## config.mk

```make
export PLATFORM = sky130hd
export DESIGN_NAME = stall_control
export DESIGN_NICKNAME = d
export VERILOG_FILES = /design/src/rtl/stall_control_pkg.sv /design/src/rtl/stall_control_scan_depth.sv /design/src/rtl/stall_control.sv
export SDC_FILE = /design/constraint.sdc
export NUM_CORES = 1
export LEC_CHECK = 0
export ABC_AREA = 1
export CORE_ASPECT_RATIO = 1.25
export CORE_MARGIN = 2
export CORE_UTILIZATION = 36
export CTS_CLUSTER_SIZE = 40
export DETAILED_ROUTE_END_ITERATION = 10
export SYNTH_ARGS = -nofsm -noshare
export SYNTH_HDL_FRONTEND = slang
export SYNTH_SLANG_ARGS = --single-unit
```

## constraint.sdc

```tcl
create_clock -name clock -period 4.1 [get_ports clock]
set_clock_uncertainty 0.2 [all_clocks]
set_input_delay 0.82 -clock clock [delete_from_list [all_inputs] [get_ports clock]]
set_output_delay 0.82 -clock clock [all_outputs]
set_load 0.005 [all_outputs]
```

## src/rtl/stall_control_pkg.sv

```systemverilog
// ----------------------------------------------------------------------------
// stall_control_pkg
// Shared definitions for the stall sequencer: opcode set, PC source select,
// FSM state encoding and default counter widths.
// ----------------------------------------------------------------------------
package stall_control_pkg;

    // Default widths for the nesting-depth counter and the scan watchdog.
    localparam int unsigned DEPTH_W_DEF = 8;
    localparam int unsigned LIMIT_W_DEF = 16;

    // Core instruction set as seen by the stall sequencer.
    typedef enum logic [3:0] {
        NOP = 4'd0,
        INC = 4'd1,
        DEC = 4'd2,
        MVL = 4'd3,
        MVR = 4'd4,
        RD  = 4'd5,
        WR  = 4'd6,
        CBF = 4'd7,
        CBB = 4'd8,
        POP = 4'd9
    } op_code;

    // Source of the next PC value.
    typedef enum logic {
        PC_INCREMENTED = 1'b0,
        PC_FROM_MEM    = 1'b1
    } pc_src_e;

    // Stall sequencer states.
    typedef enum logic [2:0] {
        S_IDLE      = 3'd0,
        S_POP_WAIT  = 3'd1,
        S_SCAN_SKIP = 3'd2,
        S_SCAN      = 3'd3,
        S_LOAD_LO   = 3'd4,
        S_LOAD_HI   = 3'd5
    } stall_state_e;

    // True for the opcodes that legitimately put the core into a stall.
    function automatic logic starts_stall(input op_code op);
        return (op == POP) || (op == CBF) || (op == CBB);
    endfunction

endpackage

```

## src/rtl/stall_control_scan_depth.sv

```systemverilog
// ----------------------------------------------------------------------------
// scan_depth_counter
// Loop nesting depth tracked while scanning forward for the CBB that matches
// a taken CBF. Saturates at both ends instead of wrapping.
//
// Ports:
//   clock    - rising-edge clock
//   reset    - synchronous active-high reset, clears depth
//   clear    - clear depth to zero (start of a scan)
//   inc      - nested CBF seen, depth + 1 (held at max)
//   dec      - inner CBB seen, depth - 1 (held at zero)
//   is_zero  - depth == 0
//   is_max   - depth == 2^DEPTH_W-1
// ----------------------------------------------------------------------------
module scan_depth_counter #(
    parameter int unsigned DEPTH_W = 8
) (
    input  logic clock,
    input  logic reset,
    input  logic clear,
    input  logic inc,
    input  logic dec,
    output logic is_zero,
    output logic is_max
);

    logic [DEPTH_W-1:0] depth_q;
    logic [DEPTH_W-1:0] depth_d;

    always_comb begin
        is_zero = (depth_q == '0);
        is_max  = (depth_q == '1);
    end

    always_comb begin
        depth_d = depth_q;
        if (clear) begin
            depth_d = '0;
        end else if (inc && !is_max) begin
            depth_d = depth_q + 1'b1;
        end else if (dec && !is_zero) begin
            depth_d = depth_q - 1'b1;
        end
    end

    always_ff @(posedge clock) begin
        if (reset) begin
            depth_q <= '0;
        end else begin
            depth_q <= depth_d;
        end
    end

endmodule

```

## src/rtl/stall_control.sv

```systemverilog
// ----------------------------------------------------------------------------
// stall_control
// Sequences the multi-cycle stalls of the core: POP (one PC increment), CBF
// (forward scan to the matching CBB) and CBB (two-byte PC reload from memory).
// Outputs are decoded combinationally from the current state and inputs.
//
// Ports:
//   clock         - rising-edge clock
//   reset         - synchronous active-high reset; outputs forced idle while high
//   stall_start   - core is in its stall state this cycle
//   stall_op      - opcode that caused the stall
//   instruction   - opcode at the current PC while scanning
//   busy          - stall sequence in progress
//   done          - one-cycle pulse, core resumes next cycle
//   pc_write      - PC register write enable
//   pc_src        - PC_INCREMENTED or PC_FROM_MEM
//   loader_select - 0: load low PC byte, 1: load high PC byte
//   cache_pop     - one-cycle pulse, pop the loop stack
//   error         - sticky fault flag
// ----------------------------------------------------------------------------
module stall_control
    import stall_control_pkg::*;
#(
    parameter int unsigned DEPTH_W = DEPTH_W_DEF,
    parameter int unsigned LIMIT_W = LIMIT_W_DEF
) (
    input  logic    clock,
    input  logic    reset,
    input  logic    stall_start,
    input  op_code  stall_op,
    input  op_code  instruction,
    output logic    busy,
    output logic    done,
    output logic    pc_write,
    output pc_src_e pc_src,
    output logic    loader_select,
    output logic    cache_pop,
    output logic    error
);

    stall_state_e       state_q;
    stall_state_e       state_d;
    logic [LIMIT_W-1:0] watchdog_q;
    logic [LIMIT_W-1:0] watchdog_d;
    logic               error_q;
    logic               error_d;

    logic depth_clear;
    logic depth_inc;
    logic depth_dec;
    logic depth_zero;
    logic depth_max;

    scan_depth_counter #(
        .DEPTH_W (DEPTH_W)
    ) u_depth (
        .clock   (clock),
        .reset   (reset),
        .clear   (depth_clear),
        .inc     (depth_inc),
        .dec     (depth_dec),
        .is_zero (depth_zero),
        .is_max  (depth_max)
    );

    always_comb begin
        state_d       = state_q;
        watchdog_d    = watchdog_q;
        error_d       = error_q;
        busy          = 1'b0;
        done          = 1'b0;
        pc_write      = 1'b0;
        pc_src        = PC_INCREMENTED;
        loader_select = 1'b0;
        cache_pop     = 1'b0;
        error         = error_q;
        depth_clear   = 1'b0;
        depth_inc     = 1'b0;
        depth_dec     = 1'b0;

        unique case (state_q)
            S_IDLE: begin
                if (stall_start) begin
                    case (stall_op)
                        POP:     state_d = S_POP_WAIT;
                        CBF:     state_d = S_SCAN_SKIP;
                        CBB:     state_d = S_LOAD_LO;
                        default: error_d = 1'b1;
                    endcase
                end
            end

            S_POP_WAIT: begin
                busy     = 1'b1;
                pc_write = 1'b1;
                done     = 1'b1;
                state_d  = S_IDLE;
            end

            // The PC still points at the CBF itself; step over it unread.
            S_SCAN_SKIP: begin
                busy        = 1'b1;
                pc_write    = 1'b1;
                depth_clear = 1'b1;
                watchdog_d  = '0;
                state_d     = S_SCAN;
            end

            // A matching CBB wins over the watchdog expiring in the same cycle.
            S_SCAN: begin
                busy       = 1'b1;
                pc_write   = 1'b1;
                watchdog_d = watchdog_q + 1'b1;
                if ((instruction == CBB) && depth_zero) begin
                    done      = 1'b1;
                    cache_pop = 1'b1;
                    state_d   = S_IDLE;
                end else if ((instruction == CBF) && depth_max) begin
                    error_d = 1'b1;
                    done    = 1'b1;
                    state_d = S_IDLE;
                end else if (watchdog_d == '1) begin
                    error_d = 1'b1;
                    done    = 1'b1;
                    state_d = S_IDLE;
                end else begin
                    depth_inc = (instruction == CBF);
                    depth_dec = (instruction == CBB);
                end
            end

            S_LOAD_LO: begin
                busy          = 1'b1;
                pc_write      = 1'b1;
                pc_src        = PC_FROM_MEM;
                loader_select = 1'b0;
                state_d       = S_LOAD_HI;
            end

            S_LOAD_HI: begin
                busy          = 1'b1;
                pc_write      = 1'b1;
                pc_src        = PC_FROM_MEM;
                loader_select = 1'b1;
                done          = 1'b1;
                state_d       = S_IDLE;
            end

            default: state_d = S_IDLE;
        endcase

        // A new stall request can only arrive while idle.
        if (busy && stall_start && !starts_stall(NOP)) begin
            error_d = 1'b1;
        end

        // Reset aborts the sequence immediately, suppressing done/cache_pop.
        if (reset) begin
            busy          = 1'b0;
            done          = 1'b0;
            pc_write      = 1'b0;
            pc_src        = PC_INCREMENTED;
            loader_select = 1'b0;
            cache_pop     = 1'b0;
            error         = 1'b0;
            depth_clear   = 1'b0;
            depth_inc     = 1'b0;
            depth_dec     = 1'b0;
        end
    end

    always_ff @(posedge clock) begin
        if (reset) begin
            state_q    <= S_IDLE;
            watchdog_q <= '0;
            error_q    <= 1'b0;
        end else begin
            state_q    <= state_d;
            watchdog_q <= watchdog_d;
            error_q    <= error_d;
        end
    end

endmodule
```

# --- Word-level counts from Yosys, hierarchy flattened ---
# Cells that the tools add are included.
totals:
  ram_bits: 0
  register_bits: 28
  latchBits: 0
  rom_bits: 0
  output_inout_bits: 7
  n_memories: 0
  input_bits: 11
  wordCells: 88
op_classes:
  multipliers: 0
  n_lt_le_gt_ge: 0
  n_bitwise: 0
  eq_ne: 19
  mux: 43
  addsub: 3
  n_reduce_logical: 19
  div_mod_pow: 0
  n_shift: 0
op_table:
  columns: ["op", "count"]
  rows:
  - ["1-bit two-way mux", 32]
  - ["16-bit case mux with 2 select lines", 1]
  - ["16-bit by 1-bit adder with 16-bit output, second input constant", 1]
  - ["16-bit == test, second input constant", 1]
  - ["8-bit two-way mux", 2]
  - ["4-bit == test, second input constant", 3]
  - ["3-bit two-way mux", 4]
  - ["3-bit case mux with 4 select lines", 1]
  - ["3-bit inequality test, second input constant", 3]
  - ["3-bit case mux with 3 select lines", 1]
  - ["8-bit by 1-bit adder with 8-bit output, second input constant", 1]
  - ["4-bit by 3-bit == test with 1-bit output, second input constant", 2]
  - ["8-bit == test, second input constant", 1]
  - ["8-bit zero test", 1]
  - ["4-bit inequality test, second input constant", 2]
  - ["8-bit by 1-bit subtractor with 8-bit output, second input constant", 1]
  - ["3-bit by 2-bit == test with 1-bit output, second input constant", 2]
  - ["3-bit == test, second input constant", 2]
  - ["2-bit OR reduction", 3]
  - ["1-bit logical AND", 5]
  - ["5-bit AND reduction", 1]
  - ["5-bit OR reduction", 1]
  - ["4-bit by 1-bit inequality test with 1-bit output, second input constant", 1]
  - ["1-bit case mux with 2 select lines", 2]
  - ["other kinds (8)", 10]

# --- Longest topological paths before layout ---
depth:
  ltp_word: 10
  ltp_mapped: 24
  mapped_depth_nobuf: 24

# --- Cells and area by module ---
# A second synthesis with hierarchy kept.
hier_totals:
  cells_unflattened: 349
  area_unflattened_um2: 2129.5
modules_own_cells:
  columns: ["mod", "area_each_um2", "seq_area_each_um2", "cells_per_inst", "n_inst"]
  rows:
  - ["stall_control", 1481.4, 400.4, 255, 1]
  - ["scan_depth_counter", 648.1, 160.2, 94, 1]

# --- Worst setup path after synthesis ---
# Ideal clock, no wire load.
synth_timing:
  path_kind: "register -> register"
  start: "register watchdog_q[1]"
  end: "register u_depth.depth_q[7]"
  synth_period_minus_slack_ps: 3211
  stages_incl_launch_ff: 21
  setup_time_ps: 115
  path_buffers: 0
  required_time_ps: 3785
  arrival_time_ps: 2896
  setup_slack_ps: 889
  cell_sequence: "dfxtp_1 ha_1 nand3_2 nor2_4 nand3_1 nand2_1 nand2_1 nand2_1 nor2_1 nand3_2 nand3_1 inv_1 nand2_1 ha_1 nand3_1 nand3_1 nand4_1 and2_1 or2_2 a21oi_1 nor2_1"
synth_via:
  elab_chain_len: 9
  elab_cells_between_ends: 16
  classes_between: "1 x add/sub; 1 x eq/ne; 11 x mux; 3 x reduce/logical"
synth_lines:
  columns: ["element", "line_no", "text"]
  rows:
  - ["start: declaration", "stall_control.sv:43", "logic [LIMIT_W-1:0] watchdog_q;"]
  - ["start signal: assignment", "stall_control.sv:179", "watchdog_q <= watchdog_d;"]
  - ["16-bit by 1-bit adder with 16-bit output *", "stall_control.sv:113", "watchdog_d = watchdog_q + 1'b1;"]
  - ["16-bit == test *", "stall_control.sv:122", "end else if (watchdog_d == '1) begin"]
  - ["1-bit two-way mux", "stall_control.sv:122", null]
  - ["1-bit two-way mux", "stall_control.sv:118", "end else if ((instruction == CBF) && depth_max) begin"]
  - ["1-bit two-way mux", "stall_control.sv:114", "if ((instruction == CBB) && depth_zero) begin"]
  - ["1-bit two-way mux", "stall_control.sv:81", "unique case (state_q)"]
  - ["1-bit two-way mux", "stall_control.sv:158", "if (reset) begin"]
  - ["1-bit logical AND (on tied branches)", "stall_control_scan_depth.sv:39, stall_control_scan_depth.sv:41", null]
  - ["8-bit two-way mux / 2-bit nonzero test (equally long branches)", null, null]
  - ["end signal: assignment", "stall_control_scan_depth.sv:50", "depth_q <= depth_d;"]
  - ["end: declaration", "stall_control_scan_depth.sv:27", "logic [DEPTH_W-1:0] depth_q;"]
# Mark *: on every way between the ends. The rest lies on a longest branch, timed or not.
# A chain may end at the register's enable or synchronous reset.

# --- Worst setup path in the final report ---
layout_timing:
  start: "register watchdog_q[1]"
  end: "output port done"
layout_via:
  elab_chain_len: 7
layout_lines:
  columns: ["element", "line_no", "text"]
  rows:
  - ["16-bit by 1-bit adder with 16-bit output", "stall_control.sv:113", null]
  - ["16-bit == test", "stall_control.sv:122", null]
  - ["1-bit two-way mux", "stall_control.sv:122", null]
  - ["1-bit two-way mux", "stall_control.sv:118", null]
  - ["1-bit two-way mux", "stall_control.sv:114", null]
  - ["1-bit case mux with 2 select lines", "stall_control.sv:81", null]
  - ["1-bit two-way mux", "stall_control.sv:158", null]
  - ["end: declaration", "stall_control.sv:33", "output logic done,"]
# Every way passes these cells.

==> impl_metrics.py <==
metrics = {
    "clock_tree": {
        "clk_latency_ns": 0.27,
        "clock_sinks": 28,
        "clkSlewWorstSetupHoldPaths_ns": 0.10,
        "numCtsBuffers": 3,
        "cts.hold.buffers_added": 0,
        "postCtsSetupRepairBufs": 0,
        "cts_resized": 0,
        "cts_tree": "done",
        "htree_num_levels": 1,
        "clockBufferDepth": 2,
        "cts-root-buf": "clkbuf_8",
    },
    "detailed_routing": {
        "via_per_inst": 4.83,
        "drcViolationCount": 0,
        "first_pass_iters": 4,
        "routed_wl_um": 4570,
        "detail-route-antenna-nets": 0,
        "wire_per_inst_um": 11.2,
        "drt_iter0_drc": 100,
        "route.vias.total": 1961,
    },
    "grt": {
        "top_usage_layer": "met2",
        "grt_util_all_layers_pct": 15.3,
        "grt_max_degree": 27,
        "use_met2_pct": 28.9,
        "grt_pass1_wl_um": 7730,
        "antenna_found_initial": 0,
        "use_met1_pct": 17.9,
        "grt_util_met3_pct": 1.48,
        "grt_overflow": 0,
        "grt_pass1_vias": 1764,
    },
    "placement": {
        "port_buffers": 17,
        "post-dp-hpwl_um": 3590,
        "gp_congestion": 0.811,
    },
    "sta": {
        "slew_viol_final": 0,
        "fmax_mhz": 270,
        "worst_pin_slew_ns": 0.473,
        "slew_headroom_pct": 68.3,
        "hold_slack_ns": 0.290,
        "finalSetupTns_ns": 0,
        "hold_violations": 0,
        "fin_crit_sh_pct": 90.3,
        "setup_viol": 0,
        "fin_crit_ns": 3.70,
        "rsz0062_at_grt": "false",
    },
    "logic_synthesis": {
        "async_reset_ff_share_pct": 0,
        "synth-seq-cells": 28,
        "synth_area_um2": 2060,
        "yosys-top-cells-area": "dfxtp_1 27%, nand2_1 17%, inv_1 7.6%, a21oi_1 6.8%, nor2_1 5.8%",
        "syn_inst": 323,
        "synth_top_flop_cell": "dfxtp_1",
        "synth_top_cells_by_count": "96 x nand2_1, 42 x inv_1, 32 x nor2_1",
        "netlist.area_leader.share_pct": 27.2,
        "synth.most_common_cell": "nand2_1",
        "synth.distinct_cells": 39,
        "synth_area_leader_cell": "dfxtp_1",
        "ys_seq_area_share_pct": 27.2,
        "syn_avg_cell_area_um2": 6.39,
        "synth_warnings": 0,
        "syn_nets": 344,
        "synth_edf_count": 0,
    },
    "critical_path": {
        "ff2ff_path_depth": 20,
        "cp-start-kind": "register",
        "crit_path_max_fanout": 7,
        "cp_slowest_stage_delay_ns": 0.53,
        "reg2reg_from": "watchdog_q[1]",
        "rr_endpoint": "u_depth.depth_q[7]",
        "worstPathRequired_ns": 3.08,
        "cp-end-kind": "output port",
        "crit_type": "register to output port",
        "regToRegSetupSlack_ns": 0.44,
        "crit_arrival_ns": 2.68,
        "slowest_stage": "clkdlybuf4s50_1",
        "path_common_cell": "nand2_1",
        "crit_buf_inv": 1,
        "cp-startpoint": "watchdog_q[1]",
        "path_cells": "ha_1, nand3_2, nor2_4, nand4_1, nand2_1, nand2_1, nor2_1, nand3_2, nand2_1, nand2_1, a31oi_1, clkdlybuf4s50_1",
        "critPathTopFamily": "simple AND/OR/NAND/NOR gates",
    },
    "floorplan": {
        "core_area_um2": 5480,
        "start_util_pct": 37.7,
        "num_rows": 30,
        "ios": 18,
        "die_w_um": 71.7,
        "die_h_um": 88.7,
        "die-area_um2": 6360,
    },
    "layout": {
        "drive_gt1_share_pct": 7.89,
        "area_growth_pct": 14.8,
        "fillers": 597,
        "antenna_cells": 0,
        "fin_nets": 364,
        "final_core_util_pct": 43.3,
    },
    "min_path": {
        "hold_depth": 2,
        "whs_endpoint": "watchdog_q[15]",
        "min-delay-start": "watchdog_q[15]",
        "hp-class": "register to register",
    },
    "power_and_ir_drop": {
        "p_leak_nw": 0.992,
        "ir_worst_vdd_mv": 0.0989,
        "power_density_nw_per_um2": 206,
    },
    "outcome": {
        "status": "finished, final reports clean",
    },
    "run": {
        "drv_cap": 0,
    },
}
==> stage by stage <==
step                area, µm²  power (mW)  cells  setup slack (ns)
global placement         2320       0.319    402             0.247
CTS                      2370       0.497    406             0.344
finish                   2370       0.489    406             0.397
floorplan                2060       0.300    323             0.889
detailed placement       2320       0.319    402             0.147
global route             2370       0.513    406            0.0688
==> placed cells by master (no fill, tap or decap), types with 4 or more instances in the layout <==
cell / count
buf_4: 4
nor2_1: 32
a21oi_1: 28
nor3_1: 4
nand4_1: 10
clkdlybuf4s50_1: 17
inv_1: 42
dfxtp_1: 28
o21ai_1: 6
ha_1: 9
nand3_1: 19
clkbuf_8: 4
nand2_1: 96
nand3_2: 4
o21ai_0: 7
==> final cells by class <==
class                      count  area, µm²  area share, %
multi-input combinational    245       1310           55.1
sequential                    28        561           23.6
timing repair buffer          21        200           8.44
inverter                      44        168           7.07
tap                           64       80.1           3.38
clock buffer                   4       55.1           2.32
==> worst min-delay path: stages (launching register included) <==
cell and delay, ns:
dfxtp_1 0.33, nand2_1 0.06, a21oi_1 0.06
==> layer usage <==
metal	part of all wire [%]	wire [µm]
met5	0	0
met4	1.4	65
met3	0.79	36
met2	52	2400
met1	45	2070
==> worst max path at each step <==
stage / endpoint / slack (ns) / cells after the start
2_1_floorplan: u_depth.depth_q[7] / 0.89 / 20
3_3_place_gp: u_depth.depth_q[7] / 0.25 / 18
3_5_place_dp: u_depth.depth_q[7] / 0.15 / 18
4_1_cts: done / 0.34 / 12
5_1_grt: u_depth.depth_q[7] / 0.07 / 20
6_report: done / 0.40 / 12
==> state kept, by name, indices dropped and copies added, names as in the netlist <==
register and count:
watchdog_q 16, u_depth.depth_q 8, state_q 3, error_q 1
==> power by group <==
group / switching (mW) / internal (mW) / leakage (nW)
logic: 0.0193 / 0.0181 / 0.737
clock network: 0.0912 / 0.0861 / 0.0288
registers: 0.000995 / 0.273 / 0.226
total: 0.111 / 0.377 / 0.992
==> cell families (layout without fill, tap and decap cells) <==
kind of cell / count (synthesis) / count (layout) / synth area share (%)
AO/OA/AOI/OAI: 49 / 49 / 13.2
XOR/XNOR: 5 / 5 / 2.12
adder cells (fa/ha/maj): 10 / 10 / 6.42
buffers and inverters: 50 / 69 / 9.52
flip-flops: 28 / 28 / 27.2
AND/OR/NAND/NOR: 181 / 181 / 41.6
No activity file was read; power rests on OpenSTA's default activity.
